File: config.mk
export PLATFORM = sky130hd
export DESIGN_NAME = mem_stage
export DESIGN_NICKNAME = d
export VERILOG_FILES = /design/src/rtl/mem_stage_pkg.sv /design/src/rtl/mem_lsu_format.sv /design/src/rtl/mem_stage.sv
export SDC_FILE = /design/constraint.sdc
export NUM_CORES = 1
export LEC_CHECK = 0
export CAP_MARGIN = 40
export CORE_ASPECT_RATIO = 1.25
export CORE_MARGIN = 4
export CORE_UTILIZATION = 45
export CTS_CLUSTER_DIAMETER = 50
export DETAILED_ROUTE_END_ITERATION = 8
export DONT_BUFFER_PORTS = 1
export PLACE_DENSITY = 0.61
export SKIP_LAST_GASP = 1
export SYNTH_ARGS = -nofsm -noshare
export SYNTH_HDL_FRONTEND = slang
export SYNTH_HIERARCHICAL = 1
export SYNTH_SLANG_ARGS = --single-unit
File: constraint.sdc
create_clock -name clk -period 2.47 [get_ports clk]
set_clock_uncertainty 0.05 [all_clocks]
set_input_delay 0.741 -clock clk [delete_from_list [all_inputs] [get_ports clk]]
set_output_delay 0.741 -clock clk [all_outputs]
set_load 0.05 [all_outputs]
File: src/rtl/mem_stage_pkg.sv
// Shared definitions for the memory-access stage: instruction encodings,
// FSM states and access-width decoding.
package mem_stage_pkg;

  localparam logic [6:0] OPC_LOAD  = 7'b0000011;
  localparam logic [6:0] OPC_STORE = 7'b0100011;

  localparam logic [2:0] F3_B  = 3'b000;
  localparam logic [2:0] F3_H  = 3'b001;
  localparam logic [2:0] F3_W  = 3'b010;
  localparam logic [2:0] F3_BU = 3'b100;
  localparam logic [2:0] F3_HU = 3'b101;

  typedef enum logic [1:0] {
    GET_INSTR,
    MEM_REQ,
    MEM_WAIT,
    GIVE_WB
  } mem_state_e;

  typedef enum logic [1:0] {
    SIZE_BYTE,
    SIZE_HALF,
    SIZE_WORD
  } mem_size_e;

  // Unknown funct3 encodings fall back to a full-word access.
  function automatic mem_size_e load_size(input logic [2:0] funct3);
    case (funct3)
      F3_B, F3_BU: load_size = SIZE_BYTE;
      F3_H, F3_HU: load_size = SIZE_HALF;
      default:     load_size = SIZE_WORD;
    endcase
  endfunction

  function automatic mem_size_e store_size(input logic [2:0] funct3);
    case (funct3)
      F3_B:    store_size = SIZE_BYTE;
      F3_H:    store_size = SIZE_HALF;
      default: store_size = SIZE_WORD;
    endcase
  endfunction

  function automatic logic load_signed(input logic [2:0] funct3);
    load_signed = (funct3 == F3_B) || (funct3 == F3_H);
  endfunction

endpackage

File: src/rtl/mem_lsu_format.sv
// Combinational lane handling: store byte-enables/replicated write data and
// load byte/half extraction with sign or zero extension.
module mem_lsu_format
  import mem_stage_pkg::*;
(
  input  logic        is_store_i,
  input  logic [2:0]  funct3_i,
  input  logic [1:0]  addr_lo_i,
  input  logic [31:0] rs2_i,
  input  logic [31:0] rdata_i,
  output logic [3:0]  be_o,
  output logic [31:0] wdata_o,
  output logic [31:0] load_data_o
);

  mem_size_e   size;
  logic        sext;
  logic [31:0] rdata_shifted;
  logic [7:0]  load_byte;
  logic [15:0] load_half;

  // NOTE: every output gets a default first so no path leaves it unassigned,
  // which would otherwise infer a latch.
  always_comb begin
    size          = is_store_i ? store_size(funct3_i) : load_size(funct3_i);
    sext          = load_signed(funct3_i);
    rdata_shifted = rdata_i >> {addr_lo_i, 3'b000};
    load_byte     = rdata_shifted[7:0];
    load_half     = addr_lo_i[1] ? rdata_i[31:16] : rdata_i[15:0];
    be_o          = 4'b1111;
    wdata_o       = rs2_i;
    load_data_o   = rdata_i;

    case (size)
      SIZE_BYTE: begin
        be_o        = 4'b0001 << addr_lo_i;
        wdata_o     = {4{rs2_i[7:0]}};
        load_data_o = {{24{sext & load_byte[7]}}, load_byte};
      end
      SIZE_HALF: begin
        be_o        = addr_lo_i[1] ? 4'b1100 : 4'b0011;
        wdata_o     = {2{rs2_i[15:0]}};
        load_data_o = {{16{sext & load_half[15]}}, load_half};
      end
      default: ;
    endcase
  end

endmodule

File: src/rtl/mem_stage.sv
// Memory-access pipeline stage: takes one instruction from execute, performs
// at most one load/store on the req/gnt/rvalid bus, then hands off to write-back.
module mem_stage
  import mem_stage_pkg::*;
#(
  parameter int BITSIZE = 32
) (
  input  logic               clk,
  input  logic               resetn_i,
  input  logic               EX_MEM_give_i,
  output logic               MEM_EX_get_o,
  input  logic [31:0]        EX_MEM_instruction_i,
  input  logic [BITSIZE-1:0] EX_MEM_result_i,
  input  logic [BITSIZE-1:0] EX_MEM_rs2_i,
  input  logic               WB_MEM_get_i,
  output logic               MEM_WB_give_o,
  output logic [31:0]        MEM_WB_instruction_o,
  output logic [BITSIZE-1:0] MEM_WB_result_o,
  output logic               mem_req_o,
  output logic               mem_we_o,
  output logic [31:0]        mem_addr_o,
  output logic [3:0]         mem_be_o,
  output logic [31:0]        mem_wdata_o,
  input  logic               mem_gnt_i,
  input  logic               mem_rvalid_i,
  input  logic [31:0]        mem_rdata_i
);

  mem_state_e         state_q, state_d;
  logic [31:0]        instr_q, instr_d;
  logic [BITSIZE-1:0] result_q, result_d;
  logic [BITSIZE-1:0] rs2_q, rs2_d;
  logic               alive_q;

  logic [6:0]  ex_opcode;
  logic        ex_xfer;
  logic        is_store_q;
  logic [3:0]  lsu_be;
  logic [31:0] lsu_wdata;
  logic [31:0] lsu_load_data;

  assign ex_opcode  = EX_MEM_instruction_i[6:0];
  assign is_store_q = (instr_q[6:0] == OPC_STORE);
  // get stays low while reset is held and until the first edge after release.
  assign ex_xfer    = EX_MEM_give_i && alive_q && (state_q == GET_INSTR);

  mem_lsu_format u_lsu (
    .is_store_i  (is_store_q),
    .funct3_i    (instr_q[14:12]),
    .addr_lo_i   (result_q[1:0]),
    .rs2_i       (rs2_q),
    .rdata_i     (mem_rdata_i),
    .be_o        (lsu_be),
    .wdata_o     (lsu_wdata),
    .load_data_o (lsu_load_data)
  );

  always_comb begin
    state_d  = state_q;
    instr_d  = instr_q;
    result_d = result_q;
    rs2_d    = rs2_q;

    MEM_EX_get_o         = 1'b0;
    MEM_WB_give_o        = 1'b0;
    MEM_WB_instruction_o = instr_q;
    MEM_WB_result_o      = result_q;
    mem_req_o            = 1'b0;
    mem_we_o             = 1'b0;
    mem_addr_o           = '0;
    mem_be_o             = '0;
    mem_wdata_o          = '0;

    case (state_q)
      GET_INSTR: begin
        MEM_EX_get_o = alive_q;
        if (ex_xfer) begin
          instr_d  = EX_MEM_instruction_i;
          result_d = EX_MEM_result_i;
          rs2_d    = EX_MEM_rs2_i;
          state_d  = ((ex_opcode == OPC_LOAD) || (ex_opcode == OPC_STORE)) ? MEM_REQ : GIVE_WB;
        end
      end
      MEM_REQ: begin
        // Bus fields come straight from registers, so they cannot move before gnt.
        mem_req_o   = 1'b1;
        mem_we_o    = is_store_q;
        mem_addr_o  = {result_q[31:2], 2'b00};
        mem_be_o    = lsu_be;
        mem_wdata_o = lsu_wdata;
        if (mem_gnt_i) begin
          state_d = is_store_q ? GIVE_WB : MEM_WAIT;
        end
      end
      MEM_WAIT: begin
        if (mem_rvalid_i) begin
          result_d = lsu_load_data;
          state_d  = GIVE_WB;
        end
      end
      GIVE_WB: begin
        MEM_WB_give_o = 1'b1;
        if (WB_MEM_get_i) begin
          state_d = GET_INSTR;
        end
      end
      default: state_d = GET_INSTR;
    endcase
  end

  // NOTE: sequential state uses non-blocking assignments so every register
  // samples the pre-edge values computed above.
  always_ff @(posedge clk or negedge resetn_i) begin
    if (!resetn_i) begin
      state_q  <= GET_INSTR;
      instr_q  <= '0;
      result_q <= '0;
      rs2_q    <= '0;
      alive_q  <= 1'b0;
    end else begin
      state_q  <= state_d;
      instr_q  <= instr_d;
      result_q <= result_d;
      rs2_q    <= rs2_d;
      alive_q  <= 1'b1;
    end
  end

endmodule

### Word level (Yosys, flattened, before mapping)

Cells that the tools add are included.

* add/subtract/negate cells: 0
* $mul: 0
* div/mod/pow operators: 0
* order comparisons: 0
* eq/ne operators: 14
* shift operators: 2
* mux-type cells: 25
* bitwise gates (word level): 2
* reduce and logical (&&, ||, !) cells: 13

Operators by type and width (count)
* one-hot mux 32 bit (2 select lines): 3
* 2-to-1 mux 32 bit: 4
* >> shifter 32 x 5 -> 8 bit: 1
* 2-to-1 mux 16 bit: 1
* == test 7 x 6 -> 1 bit (second input constant): 2
* 2-to-1 mux 2 bit: 6
* 2-to-1 mux 4 bit: 2
* != test 2 bit (second input constant): 4
* one-hot mux 2 bit (2 select lines): 2
* one-hot mux 2 bit (4 select lines): 1
* one-hot mux 4 bit (2 select lines): 1
* == test 7 x 2 -> 1 bit (second input constant): 1
* == test 3 bit (second input constant): 2
* 2-to-1 mux 1 bit: 5
* == test 2 x 1 -> 1 bit (second input constant): 2
* == test 2 bit (second input constant): 2
* zero test 2 bit: 2
* AND reduction 4 bit: 1
* OR reduction 2 bit: 2
* left shift 1 x 2 -> 4 bit (first input constant): 1
* == test 3 x 1 -> 1 bit (second input constant): 1
* zero test 3 bit: 1
* AND reduction 3 bit: 1
* bitwise AND 1 bit: 2
* 4 further kinds: 6

* bits in registers: 99
* latch bits: 0
* RAM bits: 0
* bits in read-only memories: 0
* input port bits: 134
* logic and storage cells: 61
* memories kept: 0

### Logic depth before layout (Yosys ltp)

Gate-level depths: netlist (run 1).

* depth in word-level cells: 8
* mapped depth: 10
* gate-level depth less buffers: 8

### By module

The synthesis (run 1) kept the hierarchy.

Modules (own cells, without submodules)
* mem_stage: instances 1, cells an instance 382, area an instance 4708.3 um2, seq. area each 2477.4 um2
* mem_lsu_format: instances 1, cells an instance 189, area an instance 1153.6 um2, seq. area each 0.0 um2

### Worst setup path before layout (run 1)

OpenSTA, ideal clock, no wires.

* kind: reg-to-output
* start point: register instr_q[2] (netlist: MEM_WB_instruction_o[2])
* end point: output port mem_wdata_o[31]
* data arrival time: 2.420 ns
* setup slack: -0.741 ns
* cell stages (with the launch flop): 9
* path buffers: 2
* path through: dfrtp_1 nor4b_1 and3_1 a21o_1 clkbuf_1 clkbuf_1 nand2_1 o21ai_1 and2_1

* word-level cells in the longest chain between the ends: 5
* elaborated cells between the ends (all ways): 6
* classes of those cells: eq/ne: 2; mux: 3; reduce/logical: 1

Ends and longest elaborated chain
* start: declaration: line mem_stage.sv:30 `logic [31:0] instr_q, instr_d;`
* start signal: assignment: line mem_stage.sv:122 `instr_q <= instr_d;`
* == test 7 x 6 -> 1 bit (*): line mem_stage.sv:43 `assign is_store_q = (instr_q[6:0] == OPC_STORE);`
* net is_store_q: line mem_stage.sv:37 `logic is_store_q;`
* 2-to-1 mux 2 bit (*): line mem_lsu_format.sv:25 `size = is_store_i ? store_size(funct3_i) : load_size(funct3_i);`
* == test 2 x 1 -> 1 bit / zero test 2 bit (equally long branches): line mem_lsu_format.sv:34 `case (size)`
* one-hot mux 32 bit (2 select lines) (*): line mem_lsu_format.sv:34
* net lsu_wdata[31]: line mem_stage.sv:39 `logic [31:0] lsu_wdata;`
* 2-to-1 mux 32 bit (*): line mem_stage.sv:74 `case (state_q)`
* end: declaration: line mem_stage.sv:23 `output logic [31:0] mem_wdata_o,`

The timed path passes the listed nets; every way through them passes the cells marked *.

### Worst setup path in the final report (run 1)

* start point: register instr_q[4] (netlist: MEM_WB_instruction_o[4])
* end point: output port mem_wdata_o[26]

Same word-level chain as after synthesis.

==> flow_summary.toml, run 1 <==
[outcome]
outcome = "complete, but fails checks"
failed_checks = "negative setup slack"

[setup_path]
crit_start = "MEM_WB_instruction_o[4]"
critical_path_class = "reg2out"
timing.rr.start = "MEM_WB_instruction_o[4]"
path_buf_inv = 1
crit_chain = "nor4b_4 -> and3_4 -> a21o_4 -> clkbuf_16 -> nand2_2 -> o21ai_1 -> and2_4"
cpLargestDelayFamily = "simple AND/OR/NAND/NOR gates"
cpPeakStageDelay_ns = 0.43
required_ns = 1.68
path_max_fanout = 6
crit_path_start_kind = "register"
slowest_stage = "dfrtp_2"
end_kind = "output port"
arrival_ns = 2.07

[cts]
clk_pin_slew_worst_paths_ns = 0.08
clockBufferDepth = 2
cts_sinks = 99
numCtsBuffers = 9
cts_tree = "built"
clock_latency_ns = 0.35
cts-root-buf = "clkbuf_16"
h-tree-depth = 3

[timing]
relSlewSlack_pct = 61.0
period_share_pct = 116
rsz0062_at_grt = "true"
finalMaxSlewViolations = 0
tns_ns = -9.62
max_freq_mhz = 349
worst_slack_ns = -0.395
finalHoldViolCount = 0
period_minus_slack_ns = 2.86
worst_slew_pin_slew_ns = 0.585
setup-violations-final = 28

[logic_synthesis]
syn_area_sq_um = 5860
synth_area_leaders = "dfrtp_1 (42%), mux2_2 (12%), mux2i_1 (7.9%)"
ys_seq_area_share_pct = 42.3
yosys-top-cells-count = "dfrtp_1 (99), and2_1 (67), nand2_1 (67), mux2_2 (65), mux2i_1 (46)"
avgSynthCellArea_sq_um = 10.3
synth-edff-count = 0
yosysTopAreaCellShare_pct = 42.3
ys_ff_latch = 99
netlist.top_cell.by_area = "dfrtp_1"
synth_most_common_cell = "dfrtp_1"
syn_inst = 571
ys_async_sr_fraction_pct = 100
yosys_warnings = 6
dominantRegCellSynth = "dfrtp_1"
ys_types = 38

[global_routing]
overflow = 0
grt_pass1_wl_um = 25700
grtUsageTotal_pct = 22.5
first_global_vias = 4585
grt_max_degree = 100
antenna_found_initial = 1

[finish]
stdcell_count = 780
register_area_sq_um = 2490
layout-drive-gt1-share_pct = 46.6
antenna_cells = 0
final_util_pct = 56.5
fillers = 1118
nets = 746
multi_input_area_sq_um = 3310
syn_to_final_growth_pct = 22.5
final_area_sq_um = 7180

[routing]
ant_nets = 0
dr_total_vias = 4379
dr.pass1.iters = 4
drt_iter0_drc = 135
drc = 0
routed_via_density = 5.61
post_drt_wl_per_cell_um = 22.4
routed_wl_um = 17500

[floorplanning]
initial_core_util_pct = 46.1
num_rows = 46
core_area_sq_um = 12700
die_x_um = 110
die_h_um = 136
die_area_sq_um = 14900
ios = 270

[placement]
placed_area_sq_um = 6650
port-buffer-count = 0
dp_hpwl_um = 12700
dp.cells = 755
place_congestion = 0.806

[run]
maxCapViolCount = 0

[min_path]
hold_path.class = "in2async"
registers in the layout, summed over array words and instances, names as in the netlist:
| register | cells |
|---|---|
| alive_q | 1 |
| MEM_WB_instruction_o | 32 |
| rs2_q | 32 |
| MEM_WB_result_o | 32 |
| state_q | 2 |
layer usage:
metal / GRT usage [%] / routed length, um / up-vias
met5: 0 / 7 / -
li1: - / - / 2024
met3: 8.30 / 1860 / 20
met1: 24.2 / 6050 / 2138
met4: 6.72 / 227 / 2
met2: 40.6 / 9360 / 195
through the flow:
step / hold slack [ns] / worst slack [ns]
after detailed placement: 0.398 / -0.0688
after CTS: 0.00913 / -0.425
final: 0.0250 / -0.395
after floorplan: 0.395 / -0.142
after global routing: 0.0101 / -0.495
after global placement: 0.399 / -0.0276
logic make-up after synthesis:
family | after synthesis | synth area share [%]
AO/OA/AOI/OAI | 104 | 13.5
other | 2 | 0.128
adder cells (fa/ha/maj) | 5 | 1.07
flip-flops | 99 | 42.3
buffers and inverters | 58 | 5.59
multiplexers | 114 | 21.5
AND/OR/NAND/NOR | 189 | 16.0
area by class of cell:
type,instances,share of cell area (%)
Tap cell,168,2.93
Clock buffer,9,3.14
Multi-Input combinational cell,416,46.0
Inverter,7,0.366
Clock inverter,7,1.11
Timing Repair Buffer,74,11.8
Sequential cell,99,34.7
final timing paths:
kind,slack [ns],depth (start not counted),endpoint
worst max register to register,0.12,9,MEM_WB_result_o[7]
min in group clk,0.47,1,rs2_q[18]
max in group asynchronous,2.11,0,MEM_WB_result_o[1]
worst min register to register,0.47,1,rs2_q[18]
worst min-delay path,0.03,0,MEM_WB_result_o[20]
worst max-delay path,-0.39,7,mem_wdata_o[26]
layout by cell type (no fill, tap or decap), types with 11 or more instances in the layout:
cell | synthesis | final
a21oi_2 | 28 | 29
buf_4 | 10 | 50
and2_2 | 0 | 28
nor2_1 | 36 | 35
and2_4 | 0 | 28
nand2_1 | 67 | 58
dfrtp_1 | 99 | 89
buf_12 | 0 | 17
a21oi_1 | 16 | 15
a21o_1 | 19 | 18
mux2_2 | 65 | 65
mux2i_1 | 46 | 46
and2_1 | 67 | 11
what timing repair did:
item	CTS	global route
cloned	2	2
resized for setup	9	22
pin swaps	5	18
hold buffers	0	0
endpoints found under the setup margin	68	36
setup buffers	3	3
Power of run 1 is not shown: default switching activity piles up to over one toggle a cycle in this logic, so the estimate is an artifact.
==> inputs of run 2 (changes only) <==
- CORE_UTILIZATION: 45 -> 50
- PLACE_DENSITY: 0.61 -> 0.67
- REMOVE_ABC_BUFFERS: unset -> 1
- clock period: 2.47 -> 2.6 ns (I/O delays scaled with it)
==> flow_summary.toml, run 2 (synthesis results as in run 1) <==
[setup_path]
cpPeakStageDelay_ns = 0.41
slowest_stage = "dfrtp_1"
arrival_ns = 2.13
crit_path_start_kind = "register"
end_kind = "output port"
required_ns = 1.77
path_buf_inv = 2
crit_chain = "nor4b_4 -> and3_4 -> a21o_4 -> clkbuf_16 -> nand2_2 -> nand2_1 -> and2_4 -> buf_12"
cpLargestDelayFamily = "simple AND/OR/NAND/NOR gates"
critical_path_class = "reg2out"
path_max_fanout = 6

[finish]
antenna_cells = 0
fillers = 767
layout-drive-gt1-share_pct = 44.7
nets = 786
layout_commonest_cell = "dfrtp_1"
syn_to_final_growth_pct = 37.4
mostFrequentLayoutCells = "dfrtp_1 (99), buf_12 (69), mux2_2 (65)"

[global_routing]
grt_pass1_wl_um = 27500
first_global_vias = 4848
grtUsageTotal_pct = 26.2
overflow = 0
grt_max_degree = 100
antenna_found_initial = 2

[cts]
h-tree-depth = 3
cts_tree = "built"
numCtsBuffers = 9
clockBufferDepth = 2
clock_latency_ns = 0.34
cts_sinks = 99
clk_pin_slew_worst_paths_ns = 0.07
cts-root-buf = "clkbuf_16"

[timing]
worst_slack_ns = -0.356
setup-violations-final = 28
period_minus_slack_ns = 2.96
finalHoldViolCount = 0
relSlewSlack_pct = 61.2
worst_slew_pin_slew_ns = 0.581
period_share_pct = 114
hold_ws_ns = 0.0707
rsz0062_at_grt = "true"
finalMaxSlewViolations = 0
max_freq_mhz = 338

[routing]
dr_total_vias = 4737
ant_nets = 0
post_drt_wl_per_cell_um = 24.1
routed_wl_um = 19000
routed_via_density = 6.03
drc = 0
drt_iter0_drc = 311
dr.pass1.iters = 5

[placement]
dp_hpwl_um = 13200
pre_cts_slack_ns = -0.254
port-buffer-count = 0
place_congestion = 0.832

[floorplanning]
num_rows = 43
die_x_um = 105
die_area_sq_um = 13500
initial_core_util_pct = 51.9
ios = 270
die_h_um = 129
core_area_sq_um = 11300

[min_path]
hold_path.class = "in2async"

[outcome]
outcome = "complete, but fails checks"
failed_checks = "negative setup slack"

[run]
maxCapViolCount = 0
==> run 2: cell types whose count changed in the layout (fill, tap and decap cells not counted), sizes merged <==
cell	previous run	this run
clkbuf	10	13
inv	10	11
bufbuf	1	0
clkinv	3	2
clkinvlp	1	0
buf	72	111
nor2	37	36
==> run 2: per-layer routing <==
layer,track usage (%),vias up,routed length [um]
li1,-,2111,-
met1,27.5,2309,6610
met2,48.5,276,9820
met3,10.2,37,2040
met4,8.19,4,451
met5,0,-,27
==> run 2: final timing paths <==
| path | startpoint | to | slack [ns] | cells past startpoint |
|---|---|---|---|---|
| max | MEM_WB_instruction_o[4] | mem_wdata_o[19] | -0.36 | 8 |
| min in group clk | rs2_q[21] | rs2_q[21] | 0.46 | 1 |
| max reg2reg | MEM_WB_instruction_o[4] | MEM_WB_result_o[6] | 0.05 | 11 |
| min | resetn_i | MEM_WB_result_o[28] | 0.07 | 0 |
| min reg2reg | rs2_q[21] | rs2_q[21] | 0.46 | 1 |
| max in group asynchronous | resetn_i | MEM_WB_result_o[3] | 2.24 | 0 |
==> run 2: layout make-up <==
| type | instances | area [sq um] | share of cell area, % |
|---|---|---|---|
| well taps | 135 | 169 | 2.10 |
| repair buffers | 115 | 1840 | 22.9 |
| clock buffers | 9 | 225 | 2.80 |
| clock inverters | 6 | 57.6 | 0.715 |
| inverters | 7 | 26.3 | 0.326 |
| multi-input cells | 415 | 3260 | 40.4 |
| flip-flops and latches | 99 | 2480 | 30.8 |
==> run 2: what timing repair did <==
action,in CTS,in global routing
setup buffers,2,4
cloned,2,4
gates resized for setup,26,37
pin swaps,6,12
hold buffers,0,0
hold endpoints to repair,0,0
setup endpoints to repair,67,52
==> run 2: per-stage QoR <==
| stage | util [%] | instances | cell area [sq um] | setup TNS [ns] |
|---|---|---|---|---|
| after floorplan | - | 521 | 5560 | -90.83 |
| after global placement | 65.4 | 760 | 7390 | -1.02 |
| after detailed placement | 65.4 | 760 | 7390 | -4.23 |
| after CTS | 69.2 | 778 | 7820 | -8.19 |
| after global routing | 71.3 | 786 | 8050 | -11.35 |
| final | 71.3 | 786 | 8050 | -8.21 |
Power of run 2 is left out for the same reason.
